--- src/rtl/gpio_pkg.sv ---
// Shared constants for the GPIO input path: parameter floors and the default pin count.
package gpio_pkg;

  localparam int unsigned GpioSyncStagesMin     = 2;
  localparam int unsigned GpioNumGpiosDefault   = 32;
  localparam int unsigned GpioDebounceCyclesMin = 2;
  localparam int unsigned GpioDebounceTicksMin  = 1;

  // Counter width able to hold values 0..max_val.
  function automatic int unsigned gpio_cnt_width(input int unsigned max_val);
    return (max_val < 1) ? 1 : $clog2(max_val + 1);
  endfunction

endpackage

--- src/rtl/sync_chain.sv ---
// Reset-to-zero flop pipeline used at clock-domain crossing points.
module sync_chain #(
  parameter int unsigned Width  = 1,
  parameter int unsigned Stages = 2
) (
  input  logic             clk_i,
  input  logic             rst_ni,
  input  logic [Width-1:0] d_i,
  output logic [Width-1:0] q_o
);

  logic [Width-1:0] r_stage [Stages];

  always_ff @(posedge clk_i or negedge rst_ni) begin
    if (!rst_ni) begin
      for (int i = 0; i < Stages; i++) r_stage[i] <= '0;
    end else begin
      r_stage[0] <= d_i;
      for (int i = 1; i < Stages; i++) r_stage[i] <= r_stage[i-1];
    end
  end

  assign q_o = r_stage[Stages-1];

endmodule

--- src/rtl/gpio_input_conditioner.sv ---
// Pad input conditioning: synchronise, optionally debounce, detect edges, sticky events + irq.
// Debounce is built only when GPIO_INPUT_DEBOUNCE_EN is defined.
module gpio_input_conditioner
  import gpio_pkg::*;
#(
  parameter int unsigned NumGpios       = GpioNumGpiosDefault,
  parameter int unsigned SyncStages     = 2,
  parameter int unsigned DebounceCycles = 1024,
  parameter int unsigned DebounceTicks  = 4
) (
  input  logic                clk_i,
  input  logic                rst_ni,
  input  logic [NumGpios-1:0] gpio_async_i,
  output logic [NumGpios-1:0] gpio_o,
  output logic [NumGpios-1:0] rise_o,
  output logic [NumGpios-1:0] fall_o,
  input  logic [NumGpios-1:0] rise_en_i,
  input  logic [NumGpios-1:0] fall_en_i,
  input  logic [NumGpios-1:0] evt_clr_i,
  output logic [NumGpios-1:0] evt_o,
  output logic                irq_o
);

  if (SyncStages < GpioSyncStagesMin) begin : g_err_sync
    $error("SyncStages must be >= 2");
  end
  if (DebounceTicks < GpioDebounceTicksMin) begin : g_err_ticks
    $error("DebounceTicks must be >= 1");
  end
  if (DebounceCycles < GpioDebounceCyclesMin) begin : g_err_cycles
    $error("DebounceCycles must be >= 2");
  end

  localparam int unsigned PrimeW = gpio_cnt_width(SyncStages);

  logic [NumGpios-1:0] w_sync;
  logic [NumGpios-1:0] w_gpio_d;
  logic [NumGpios-1:0] r_gpio, r_rise, r_fall, r_evt;
  logic                r_irq;
  logic [PrimeW-1:0]   r_prime_cnt;
  logic                r_primed;

  sync_chain #(
    .Width  (NumGpios),
    .Stages (SyncStages)
  ) u_sync (
    .clk_i  (clk_i),
    .rst_ni (rst_ni),
    .d_i    (gpio_async_i),
    .q_o    (w_sync)
  );

  // Hold off edge detection until the synchroniser has flushed its reset zeros.
  always_ff @(posedge clk_i or negedge rst_ni) begin
    if (!rst_ni) begin
      r_prime_cnt <= '0;
      r_primed    <= 1'b0;
    end else if (!r_primed) begin
      if (r_prime_cnt == PrimeW'(SyncStages)) r_primed <= 1'b1;
      else                                    r_prime_cnt <= r_prime_cnt + 1'b1;
    end
  end

`ifdef GPIO_INPUT_DEBOUNCE_EN
  localparam int unsigned PrescW = gpio_cnt_width(DebounceCycles - 1);
  localparam int unsigned CntW   = gpio_cnt_width(DebounceTicks);

  logic [PrescW-1:0] r_presc;
  logic              w_tick;
  logic [CntW-1:0]   r_db_cnt [NumGpios];
  logic [CntW-1:0]   w_db_cnt_d [NumGpios];

  assign w_tick = (r_presc == PrescW'(DebounceCycles - 1));

  always_ff @(posedge clk_i or negedge rst_ni) begin
    if (!rst_ni) begin
      r_presc <= '0;
      for (int i = 0; i < NumGpios; i++) r_db_cnt[i] <= '0;
    end else begin
      r_presc <= w_tick ? '0 : r_presc + 1'b1;
      for (int i = 0; i < NumGpios; i++) r_db_cnt[i] <= w_db_cnt_d[i];
    end
  end

  always_comb begin
    w_gpio_d = r_gpio;
    for (int i = 0; i < NumGpios; i++) w_db_cnt_d[i] = r_db_cnt[i];
    if (!r_primed) begin
      w_gpio_d = w_sync;
      for (int i = 0; i < NumGpios; i++) w_db_cnt_d[i] = '0;
    end else begin
      for (int i = 0; i < NumGpios; i++) begin
        if (w_sync[i] == r_gpio[i]) begin
          w_db_cnt_d[i] = '0;
        end else if (w_tick) begin
          if (r_db_cnt[i] == CntW'(DebounceTicks - 1)) begin
            w_gpio_d[i]   = w_sync[i];
            w_db_cnt_d[i] = '0;
          end else begin
            w_db_cnt_d[i] = r_db_cnt[i] + 1'b1;
          end
        end
      end
    end
  end
`else
  assign w_gpio_d = w_sync;
`endif

  always_ff @(posedge clk_i or negedge rst_ni) begin
    if (!rst_ni) begin
      r_gpio <= '0;
      r_rise <= '0;
      r_fall <= '0;
      r_evt  <= '0;
      r_irq  <= 1'b0;
    end else begin
      r_gpio <= w_gpio_d;
      r_rise <= {NumGpios{r_primed}} & ~r_gpio & w_gpio_d;
      r_fall <= {NumGpios{r_primed}} & r_gpio & ~w_gpio_d;
      // A set arriving with a clear wins, so no event is lost.
      r_evt  <= (r_evt & ~evt_clr_i) | (r_rise & rise_en_i) | (r_fall & fall_en_i);
      r_irq  <= |r_evt;
    end
  end

  assign gpio_o = r_gpio;
  assign rise_o = r_rise;
  assign fall_o = r_fall;
  assign evt_o  = r_evt;
  assign irq_o  = r_irq;

endmodule
--- config.mk ---
export PLATFORM = sky130hd
export DESIGN_NAME = gpio_input_conditioner
export DESIGN_NICKNAME = d
export VERILOG_FILES = /design/src/rtl/gpio_pkg.sv /design/src/rtl/sync_chain.sv /design/src/rtl/gpio_input_conditioner.sv
export SDC_FILE = /design/constraint.sdc
export NUM_CORES = 1
export LEC_CHECK = 0
export CAP_MARGIN = 40
export CORE_UTILIZATION = 27
export CTS_CLUSTER_DIAMETER = 60
export CTS_CLUSTER_SIZE = 40
export DETAILED_ROUTE_END_ITERATION = 8
export SLEW_MARGIN = 20
export SYNTH_ARGS = -nofsm -noshare
export SYNTH_HDL_FRONTEND = slang
export SYNTH_SLANG_ARGS = --single-unit
--- constraint.sdc ---
create_clock -name clk_i -period 1.9 [get_ports clk_i]
set_clock_uncertainty 0.1 [all_clocks]
set_input_delay 0.19 -clock clk_i [delete_from_list [all_inputs] [get_ports clk_i]]
set_output_delay 0.19 -clock clk_i [all_outputs]
set_load 0.02 [all_outputs]
==> summary.md, run 1 <==
| Metric | Value |
|---|---|
| Largest cells by area after synthesis | `dfrtp_1 80%, and3b_1 4.5%, a22oi_1 3.9%` |
| Nets@finish | `825` |
| Worst EP required | `1.61 ns` |
| Area Growth Syn to Fin | `58.95%` |
| Startpoint Class | `register` |
| Share of power burned in combinational logic | `12.5%` |
| Crit. End Element | `primary output` |
| Final Cycle Share | `95.68%` |
| Synth cell count leaders | `196 x dfrtp_1, 34 x nand2_1, 33 x inv_1, 33 x nor2_1` |
| Worst reg2reg startpoint | `evt_o[5]` |
| Vias | `4165` |
| Sink Count | `196` |
| Post-Route Utilization | `44.14%` |
| Root Buffer | `clkbuf_16` |
| Slew Limit Fails | `0` |
| Fmax | `550.1 MHz` |
| Multi-input logic area | `0.001031 mm2` |
| CTS tree | `built` |
| Die H | `152.3 um` |
| ANT nets after route | `0` |
| Remaining DRCs | `17` |
| Min Tclk post-route | `1.818 ns` |
| Hold Crit Depth | `1` |
| Area leader, netlist | `dfrtp_1` |
| GP Congestion | `0.8059` |
| Initial DRC Count | `148` |
| Total number of H-tree levels | `4` |
| Post-synth ARST share | `100.0%` |
| Slowest library cell on the worst path | `clkdlybuf4s50_1` |
| Violated checks | `design-rule violations` |
| Reg power frac | `49.4%` |
| Post-CTS Hold Buffers | `1` |
| Critical Path Source | `evt_o[13]` |
| Synthesis-stage register bit count | `196` |
| WP buf/inv | `1` |
| Ant diodes | `0` |
| Port Buffers | `258` |
| Post-DP HPWL | `11.52 mm` |
| Tot GR Track Use | `13.79%` |
| Max Cap Viol | `0` |
| DIE WIDTH | `152.3 um` |
| Crit path kind | `register to primary output` |
| Clock Path Buffers | `2` |
| Status | `complete, but fails checks` |
| Post-CTS setup repair buffer count | `0` |
| RSZ-0062 raised after global routing | `false` |
| TritonRoute pass-1 iters | `7` |
| Hold Crit Start | `gpio_async_i[16]` |
| Synth top area share | `80.43%` |
| Grt ovf | `0` |
| FP Rows | `54` |
| Post-Syn Area | `0.006098 mm2` |
| Mapped Avg Cell Area | `14.73 um2` |
| Post-Synthesis Cells | `414` |
| Layout cell share with drive strength beyond 1 | `6.365%` |
| Final WL | `15.16 mm` |
| EDFF count, synth | `0` |
| Register area share after synthesis | `80.43%` |
| Slew @ Worst Pin | `0.4099 ns` |
| Die area | `0.02319 mm2` |
| Arr. time, crit path | `1.53 ns` |
| First-pass GRT wire length | `24.68 mm` |
| CTS buffer count | `17` |
| Switching pwr | `0.002354 W` |
| Yosys warns | `0` |
| Endpoints failing setup | `0` |
| Count leader, synth | `dfrtp_1` |
| Switching share of power | `25.35%` |
| Avg WL per Cell | `15.36 um` |
| Final hold vios | `0` |
| Crit path max-delay family | `buffers and inverters` |
| Number of global-route vias before repair | `4481` |
| Cells on worst reg2reg path | `4` |
| Starting Density | `27.77%` |
| Slew headroom | `72.42%` |
| Worst-skew pair later-pin latency | `0.43 ns` |
| Reg clk slew, reported paths | `0.07 ns` |
| I/O pins | `259` |
| Main synth FF type | `dfrtp_1` |
| Crit-path cells | `clkdlybuf4s50_1` |
| Clk pwr share | `38.0%` |
| P_int | `0.006930 W` |
| Hold crit path type | `primary input to register` |
| Register area | `0.004906 mm2` |
| R2r endpoint | `irq_o` |
| Yosys cell types | `18` |
| Pleak | `4.380 nW` |
| # resized after CTS | `0` |
| Vias per cell | `4.220` |
| Max incr delay on CP | `0.64 ns` |
| Filler cells | `1985` |
| Core ar. | `0.02196 mm2` |
| Peak supply drop | `0.0004694 V` |
| Pwr Total | `0.009284 W` |
| Power Dens Cells | `957.8 mW/mm2` |
| Reg-to-reg slack, setup | `0.32 ns` |
| Largest net degree at the start of global routing | `57` |
| Worst hold endpoint | `u_sync.r_stage[48]` |
| Mapped Nets | `545` |
| Initial antenna violation count | `0` |
| Critical Path Fanout Max | `3` |
| TNS Setup | `0 ns` |
-- cells in the final DEF, fill, tap and decap left out --
master	n
inv_1	33
clkinv_4	3
ha_1	1
xnor2_1	1
or2_1	1
clkbuf_16	17
inv_6	5
and3b_1	31
nor2_1	33
buf_12	2
nor4_1	7
clkdlybuf4s50_1	257
dfrtp_1	195
o21ai_0	32
a22oi_1	32
nand2_1	34
clkbuf_8	1
dlygate4sd3_1	1
inv_8	3
bufinv_16	1
or2_0	1
nor4_2	1
dfrtp_2	1
nand4_1	2
clkinv_2	2
o21ai_1	1
buf_4	8
clkinv_8	1
-- cell families after synthesis --
logic type	after synthesis	synth area share, %
buffers and inverters	41	2.667
xor gates and xnor gates	1	0.1436
DFF	196	80.43
and+or+nand+nor	110	9.910
adders and majority gates	1	0.2051
AOI/OAI and AO/OA	65	6.647
-- cell type report --
type | count | share of cell area (%)
timing repair buffer | 269 | 27.82
clock buffer | 17 | 4.389
clock inverter | 15 | 1.652
sequential | 196 | 50.61
tap | 280 | 3.614
inverter | 33 | 1.278
multi-input combinational | 177 | 10.64
-- per-stage QoR --
step	hold slack, ns	area [um2]	setup slack [ns]	std cells
after global placement	0.03489	9097	0.1720	954
after detailed placement	0.03270	9097	0.2354	954
final	0.09876	9693	0.08210	987
after global routing	0.07997	9693	0.03009	987
after floorplan	-0.2056	6098	0.6346	414
after CTS	0.07704	9693	0.03921	987
-- per-layer routing --
metal | vias up | part of all wire, % | GRT usage (%) | wire [um]
met5 | - | 0 | 0 | 0
met3 | 18 | 5.6 | 3.555 | 852
li1 | 1949 | - | - | -
met4 | 0 | 1.9 | 5.491 | 281
met1 | 2062 | 42 | 16.76 | 6356
met2 | 136 | 51 | 23.41 | 7674
-- power by group through the flow --
| stage | sequential, W | combinational [W] | clock (W) |
|---|---|---|---|
| after floorplan | 0.00486 | 0.000144 | 0 |
| after global placement | 0.00466 | 0.00118 | 0 |
| after detailed placement | 0.00467 | 0.00118 | 0 |
| after CTS | 0.00459 | 0.00119 | 0.00366 |
| after global routing | 0.00462 | 0.00125 | 0.00385 |
| final | 0.00459 | 0.00116 | 0.00353 |
-- how the worst max path moves through the flow --
| stage | to | slack [ns] | cells past startpoint |
|---|---|---|---|
| after global routing | evt_o[13] | 0.03 | 1 |
| after CTS | evt_o[13] | 0.04 | 1 |
| after floorplan | irq_o | 0.63 | 3 |
| after detailed placement | irq_o | 0.24 | 4 |
| after global placement | irq_o | 0.17 | 3 |
| final | evt_o[13] | 0.08 | 1 |
-- state kept, by name, indices dropped and copies added (netlist names) --
register / cells
evt_o: 32
fall_o: 32
gpio_o: 32
irq_o: 1
r_prime_cnt: 2
r_primed: 1
rise_o: 32
u_sync.q_o: 32
u_sync.r_stage: 32
Power figures use the tool's default switching activity.
==> run 2, diff against run 1 <==
--- a/config.mk
+++ b/config.mk
@@ -10,6 +10,9 @@
 export CTS_CLUSTER_DIAMETER = 60
 export CTS_CLUSTER_SIZE = 40
 export DETAILED_ROUTE_END_ITERATION = 8
+export DONT_BUFFER_PORTS = 1
+export SKIP_CTS_REPAIR_TIMING = 1
+export SKIP_LAST_GASP = 1
 export SLEW_MARGIN = 20
 export SYNTH_ARGS = -nofsm -noshare
 export SYNTH_HDL_FRONTEND = slang
==> run 2 against run 1 <==
Effect of this change: the run ends with design-rule violations, negative hold slack left; sequential share of layout area up 10 points; die area unchanged; flip-flop and latch count unchanged; worst hold slack worse by 0.74 ns; maximum frequency down 0.76%; via count down 12%; clock-buffer cell count unchanged; critical path type is now register to register; largest cell class unchanged; largest power group unchanged.
==> summary.md, run 2 (same netlist as run 1, synthesis figures left out) <==
| Metric | Value |
|---|---|
| Final Cell Area | `0.008050 mm2 (-17%)` |
| Pleak | `3.793 nW (-13%)` |
| Post-Route Utilization | `36.66% (-7.5 points)` |
| First-pass GRT wire length | `21.01 mm (-15%)` |
| Sink Count | `196 (unchanged)` |
| Tot GR Track Use | `12.07% (-1.7 points)` |
| Final Cycle Share | `96.41% (+0.73 points)` |
| Nets@finish | `662 (-20%)` |
| Endpoints failing setup | `0 (unchanged)` |
| Worst reg2reg startpoint | `rise_o[25]` |
| Share of power burned in combinational logic | `5.2% (-7.3 points)` |
| DIE WIDTH | `152.3 um (unchanged)` |
| Slew headroom | `57.45% (-15 points)` |
| Status | `complete, but fails checks` |
| Placed cell count | `695 (-27%)` |
| Hold Worst Slack | `-0.6418 ns (-0.7405 ns)` |
| Total number of H-tree levels | `4 (unchanged)` |
| Final Non-Filler Cells | `824 (-17%)` |
| Reg power frac | `54.2% (+4.8 points)` |
| Slew Limit Fails | `0 (unchanged)` |
| Power Dens Cells | `1108 mW/mm2 (+16%)` |
| Vias per cell | `4.473 (+6.0%)` |
| Slew @ Worst Pin | `0.6382 ns (+0.2283 ns)` |
| Commonest non-fill, non-tap cell in the layout | `dfrtp_1` |
| Clock Path Buffers | `2 (unchanged)` |
| Final hold vios | `196 (+196)` |
| Crit. End Element | `register` |
| RSZ-0062 raised after global routing | `false` |
| Worst slack at placement | `-0.1269 ns (-0.3623 ns)` |
| Vias | `3686 (-12%)` |
| Crit path kind | `register to register` |
| Worst EP required | `2.10 ns (+0.49 ns)` |
| Port Buffers | `0 (-100%)` |
| Reg-to-reg slack, setup | `0.07 ns (-0.25 ns)` |
| Largest net degree at the start of global routing | `197 (+250%)` |
| Starting Density | `27.77% (unchanged)` |
| Peak supply drop | `0.0005179 V (+10%)` |
| Fmax | `545.9 MHz (-0.76%)` |
| Root Buffer | `clkbuf_16` |
| Avg WL per Cell | `17.85 um (+16%)` |
| Pwr Total | `0.008923 W (-3.9%)` |
| Initial antenna violation count | `2 (+2)` |
| Clk pwr share | `40.6% (+2.6 points)` |
| DP Area | `0.006479 mm2 (-29%)` |
| Layout cell share with drive strength beyond 1 | `7.919% (+1.6 points)` |
| Switching pwr | `0.002232 W (-5.2%)` |
| Remaining DRCs | `16 (-1)` |
| Startpoint Class | `register` |
| Violated checks | `design-rule violations, negative hold slack` |
| TritonRoute pass-1 iters | `6 (-1)` |
| Most frequent cells in the layout | `195 x dfrtp_1, 97 x dlygate4sd3_1, 34 x nand2_1` |
| Setup ws final | `0.06815 ns (-0.01395 ns)` |
| Cells on worst reg2reg path | `3 (-1)` |
| Number of global-route vias before repair | `3584 (-20%)` |
| Grt ovf | `0 (unchanged)` |
| Hold crit path type | `primary input to asynchronous set/reset pin` |
| Arr. time, crit path | `2.03 ns (+0.50 ns)` |
| Reg clk slew, reported paths | `0.07 ns (about the same)` |
| Die H | `152.3 um (unchanged)` |
| I/O pins | `259 (unchanged)` |
| Worst-skew pair later-pin latency | `0.42 ns (about the same)` |
| Min Tclk post-route | `1.832 ns (+0.01395 ns)` |
| Final WL | `14.71 mm (-3.0%)` |
| CTS buffer count | `17 (unchanged)` |
| Initial DRC Count | `242 (+64%)` |
| R2r endpoint | `evt_o[25]` |
| CTS tree | `built` |
| FP Rows | `54 (unchanged)` |
| ANT nets after route | `0 (unchanged)` |
| Die area | `0.02319 mm2 (unchanged)` |
| Switching share of power | `25.02% (-0.34 points)` |
| Max Cap Viol | `0 (unchanged)` |
| Area Growth Syn to Fin | `32.01%` |
| Core ar. | `0.02196 mm2 (unchanged)` |
| Critical Path Fanout Max | `2 (-1)` |
| Post-DP HPWL | `9.703 mm (-16%)` |
| GP Congestion | `0.8095 (+0.45%)` |
| P_int | `0.006691 W (-3.4%)` |
run 2: worst max path at each step:
stage | startpoint | to | slack, ns | depth (start not counted)
after floorplan | evt_o[4] | irq_o | 0.63 | 3
after global placement | evt_o[22] | irq_o | -0.12 | 3
after detailed placement | evt_o[22] | irq_o | -0.13 | 3
after CTS | evt_o[22] | irq_o | -0.14 | 3
after global routing | rise_o[25] | evt_o[25] | 0.01 | 3
final | rise_o[25] | evt_o[25] | 0.07 | 3
run 2: metrics by stage:
step | hold slack, ns | setup TNS, ns
floorplan | -0.2056 | 0
global placement | -0.2002 | -0.1192
detailed placement | -0.2021 | -0.1269
CTS | -0.6712 | -0.1361
global route | -0.6791 | 0
finish | -0.6418 | 0
run 2: final cells by class:
type                            instances  area, um2
Antenna cell                            1      2.502
Clock buffer                           17      425.4
Clock inverter                         14      166.4
Fill cell                            2071      13910
Inverter                               33      123.9
Multi-Input combinational cell        177       1037
Sequential cell                       196       4906
Tap cell                              280      350.3
Timing Repair Buffer                  106       1039
run 2: power by group through the flow:
stage	Clock, W	Sequential [W]	Combinational, W
after CTS	0.00374	0.00484	0.000244
final	0.00362	0.00484	0.000462
after detailed placement	0	0.00492	0.000243
after floorplan	0	0.00486	0.000144
after global placement	0	0.00490	0.000235
after global routing	0.00393	0.00487	0.000508
run 2: worst max-delay path: stages, from the launching register on:
cell	delay, ns
dfrtp_1	0.46
a22oi_1	0.41
o21ai_0	0.16
dlygate4sd3_1	0.59
run 2: routing by layer:
layer / GRT usage (%) / part of all wire [%] / routed length (um)
met1: 13.70 / 39 / 5718
met2: 20.52 / 53 / 7754
met3: 4.465 / 6.4 / 935
met4: 4.956 / 2.0 / 289
met5: 0 / 0.088 / 13
==> run 3, diff against run 2 <==
--- a/config.mk
+++ b/config.mk
@@ -6,11 +6,14 @@
 export NUM_CORES = 1
 export LEC_CHECK = 0
 export CAP_MARGIN = 40
+export CELL_PAD_IN_SITES_DETAIL_PLACEMENT = 1
+export CELL_PAD_IN_SITES_GLOBAL_PLACEMENT = 2
 export CORE_UTILIZATION = 27
 export CTS_CLUSTER_DIAMETER = 60
 export CTS_CLUSTER_SIZE = 40
 export DETAILED_ROUTE_END_ITERATION = 8
 export DONT_BUFFER_PORTS = 1
+export PLACE_DENSITY_LB_ADDON = 0.1
 export SKIP_CTS_REPAIR_TIMING = 1
 export SKIP_LAST_GASP = 1
 export SLEW_MARGIN = 20
==> run 3 against run 2 <==
Effect of this change: the run still ends with design-rule violations, negative hold slack left; first-iteration DRC count decreased by 40%; clock power about the same; cell area is essentially flat; die area unchanged; combinational power shrank 6.7%; wire length down 4.4%; worst setup slack worse by 0.013 ns; via count down 2.2%; cell count fell by 0.12%; sequential share of layout area hardly changed; critical path type unchanged; highest routed layer is now met4.
==> summary.md, run 3 (same netlist as run 1, synthesis figures left out) <==
| Metric | Value |
|---|---|
| Status | `complete, but fails checks` |
| Violated checks | `design-rule violations, negative hold slack` |
| Worst EP required | `2.10 ns (about the same)` |
| Port Buffers | `0 (unchanged)` |
| Slew headroom | `62.09% (+4.6 points)` |
| Max Cap Viol | `0 (unchanged)` |
| Endpoints failing setup | `0 (unchanged)` |
| Layout cell share with drive strength beyond 1 | `7.735% (-0.18 points)` |
| Final WL | `14.06 mm (-4.4%)` |
| Root Buffer | `clkbuf_16` |
| Tot GR Track Use | `12.11% (+0.034 points)` |
| Die H | `152.3 um (unchanged)` |
| Power Dens Cells | `1103 mW/mm2 (-0.47%)` |
| Largest net degree at the start of global routing | `197 (unchanged)` |
| Reg-to-reg slack, setup | `0.06 ns (about the same)` |
| Nets@finish | `661 (-0.15%)` |
| TNS Setup | `0 ns (unchanged)` |
| Commonest non-fill, non-tap cell in the layout | `dfrtp_1` |
| I/O pins | `259 (unchanged)` |
| Avg WL per Cell | `17.08 um (-4.3%)` |
| ANT nets after route | `0 (unchanged)` |
| FP Rows | `54 (unchanged)` |
| Number of global-route vias before repair | `3559 (-0.70%)` |
| Arr. time, crit path | `2.05 ns (+0.02 ns)` |
| Critical Path Fanout Max | `2 (unchanged)` |
| Vias | `3605 (-2.2%)` |
| Final hold vios | `196 (unchanged)` |
| CTS buffer count | `17 (unchanged)` |
| Clock Path Buffers | `2 (unchanged)` |
| Min Tclk post-route | `1.845 ns (+0.01270 ns)` |
| Crit path kind | `register to register` |
| Final Cycle Share | `97.08% (+0.67 points)` |
| Grt ovf | `0 (unchanged)` |
| Reg clk slew, reported paths | `0.08 ns (about the same)` |
| Startpoint Class | `register` |
| Sink Count | `196 (unchanged)` |
| Hold Worst Slack | `-0.6459 ns (-0.004115 ns)` |
| Pleak | `3.792 nW (about the same)` |
| Vias per cell | `4.380 (-2.1%)` |
| Most frequent cells in the layout | `195 x dfrtp_1, 97 x dlygate4sd3_1, 34 x nand2_1` |
| Die area | `0.02319 mm2 (unchanged)` |
| Area Growth Syn to Fin | `31.97% (about the same)` |
| Worst-skew pair later-pin latency | `0.42 ns (about the same)` |
| Ant diodes | `0 (-1)` |
| Post-DP HPWL | `9.192 mm (-5.3%)` |
| CTS tree | `built` |
| Crit. End Element | `register` |
| Starting Density | `27.77% (unchanged)` |
| Slew Limit Fails | `0 (unchanged)` |
| Fmax | `542.1 MHz (-0.69%)` |
| Slew @ Worst Pin | `0.5634 ns (-0.07480 ns)` |
| Initial antenna violation count | `0 (-2)` |
| Initial DRC Count | `146 (-40%)` |
| Hold crit path type | `primary input to asynchronous set/reset pin` |
| Total number of H-tree levels | `4 (unchanged)` |
| Core ar. | `0.02196 mm2 (unchanged)` |
| First-pass GRT wire length | `21.06 mm (+0.23%)` |
| Pwr Total | `0.008879 W (-0.50%)` |
| DIE WIDTH | `152.3 um (unchanged)` |
| TritonRoute pass-1 iters | `6 (unchanged)` |
| GP Congestion | `0.7078 (-13%)` |
| Peak supply drop | `0.0004896 V (-5.5%)` |
| Remaining DRCs | `19 (+3)` |
-- run 3: area by class of cell --
class	instances	area [um2]
clock inverters	15	180.2
well taps	280	350.3
clock buffers	17	425.4
repair buffers	105	1031
flip-flops and latches	196	4906
multi-input cells	177	1031
fillers	2308	13910
inverters	33	123.9
-- run 3: through the flow --
stage	worst slack [ns]	util [%]	hold WS [ns]	instance area (um2)	std cells
2_1_floorplan	0.6346	-	-0.2056	6098	414
3_5_place_dp	0.1001	29.47	-0.2017	6471	694
5_1_grt	-0.004214	36.65	-0.6903	8048	823
6_report	0.05545	36.65	-0.6459	8048	823
3_3_place_gp	0.1603	29.47	-0.2005	6471	694
4_1_cts	0.08630	32.23	-0.6765	7077	726
-- run 3: worst paths after layout --
path                                    startpoint  cells after the start            endpoint
worst max-delay path                    rise_o[25]                      3           evt_o[25]
worst min-delay path                        rst_ni                      0  u_sync.r_stage[41]
worst max register to register          rise_o[25]                      3           evt_o[25]
worst min register to register  u_sync.r_stage[61]                      0      u_sync.q_o[29]
max in group asynchronous                   rst_ni                      0          gpio_o[25]
min in group clk_i                gpio_async_i[27]                      1  u_sync.r_stage[59]
-- run 3: layer usage --
layer  global-route usage, %  up-vias  part of all wire (%)
met2                   19.14      135                    50
li1                        -     1615                     -
met4                   5.394        0                   1.3
met1                   14.65     1842                    42
met3                   4.693       13                   7.0
met5                       0        -                     0
-- run 3: worst max-delay path: stages (launching register included) --
cell	delay (ns)
dfrtp_1	0.46
a22oi_1	0.41
o21ai_0	0.16
dlygate4sd3_1	0.59
-- run 3: power by group --
group | internal [W] | switching, W | total [W]
logic | 0.000291 | 0.000140 | 0.000431
registers | 0.00441 | 0.000428 | 0.00484
clock network | 0.00189 | 0.00172 | 0.00361
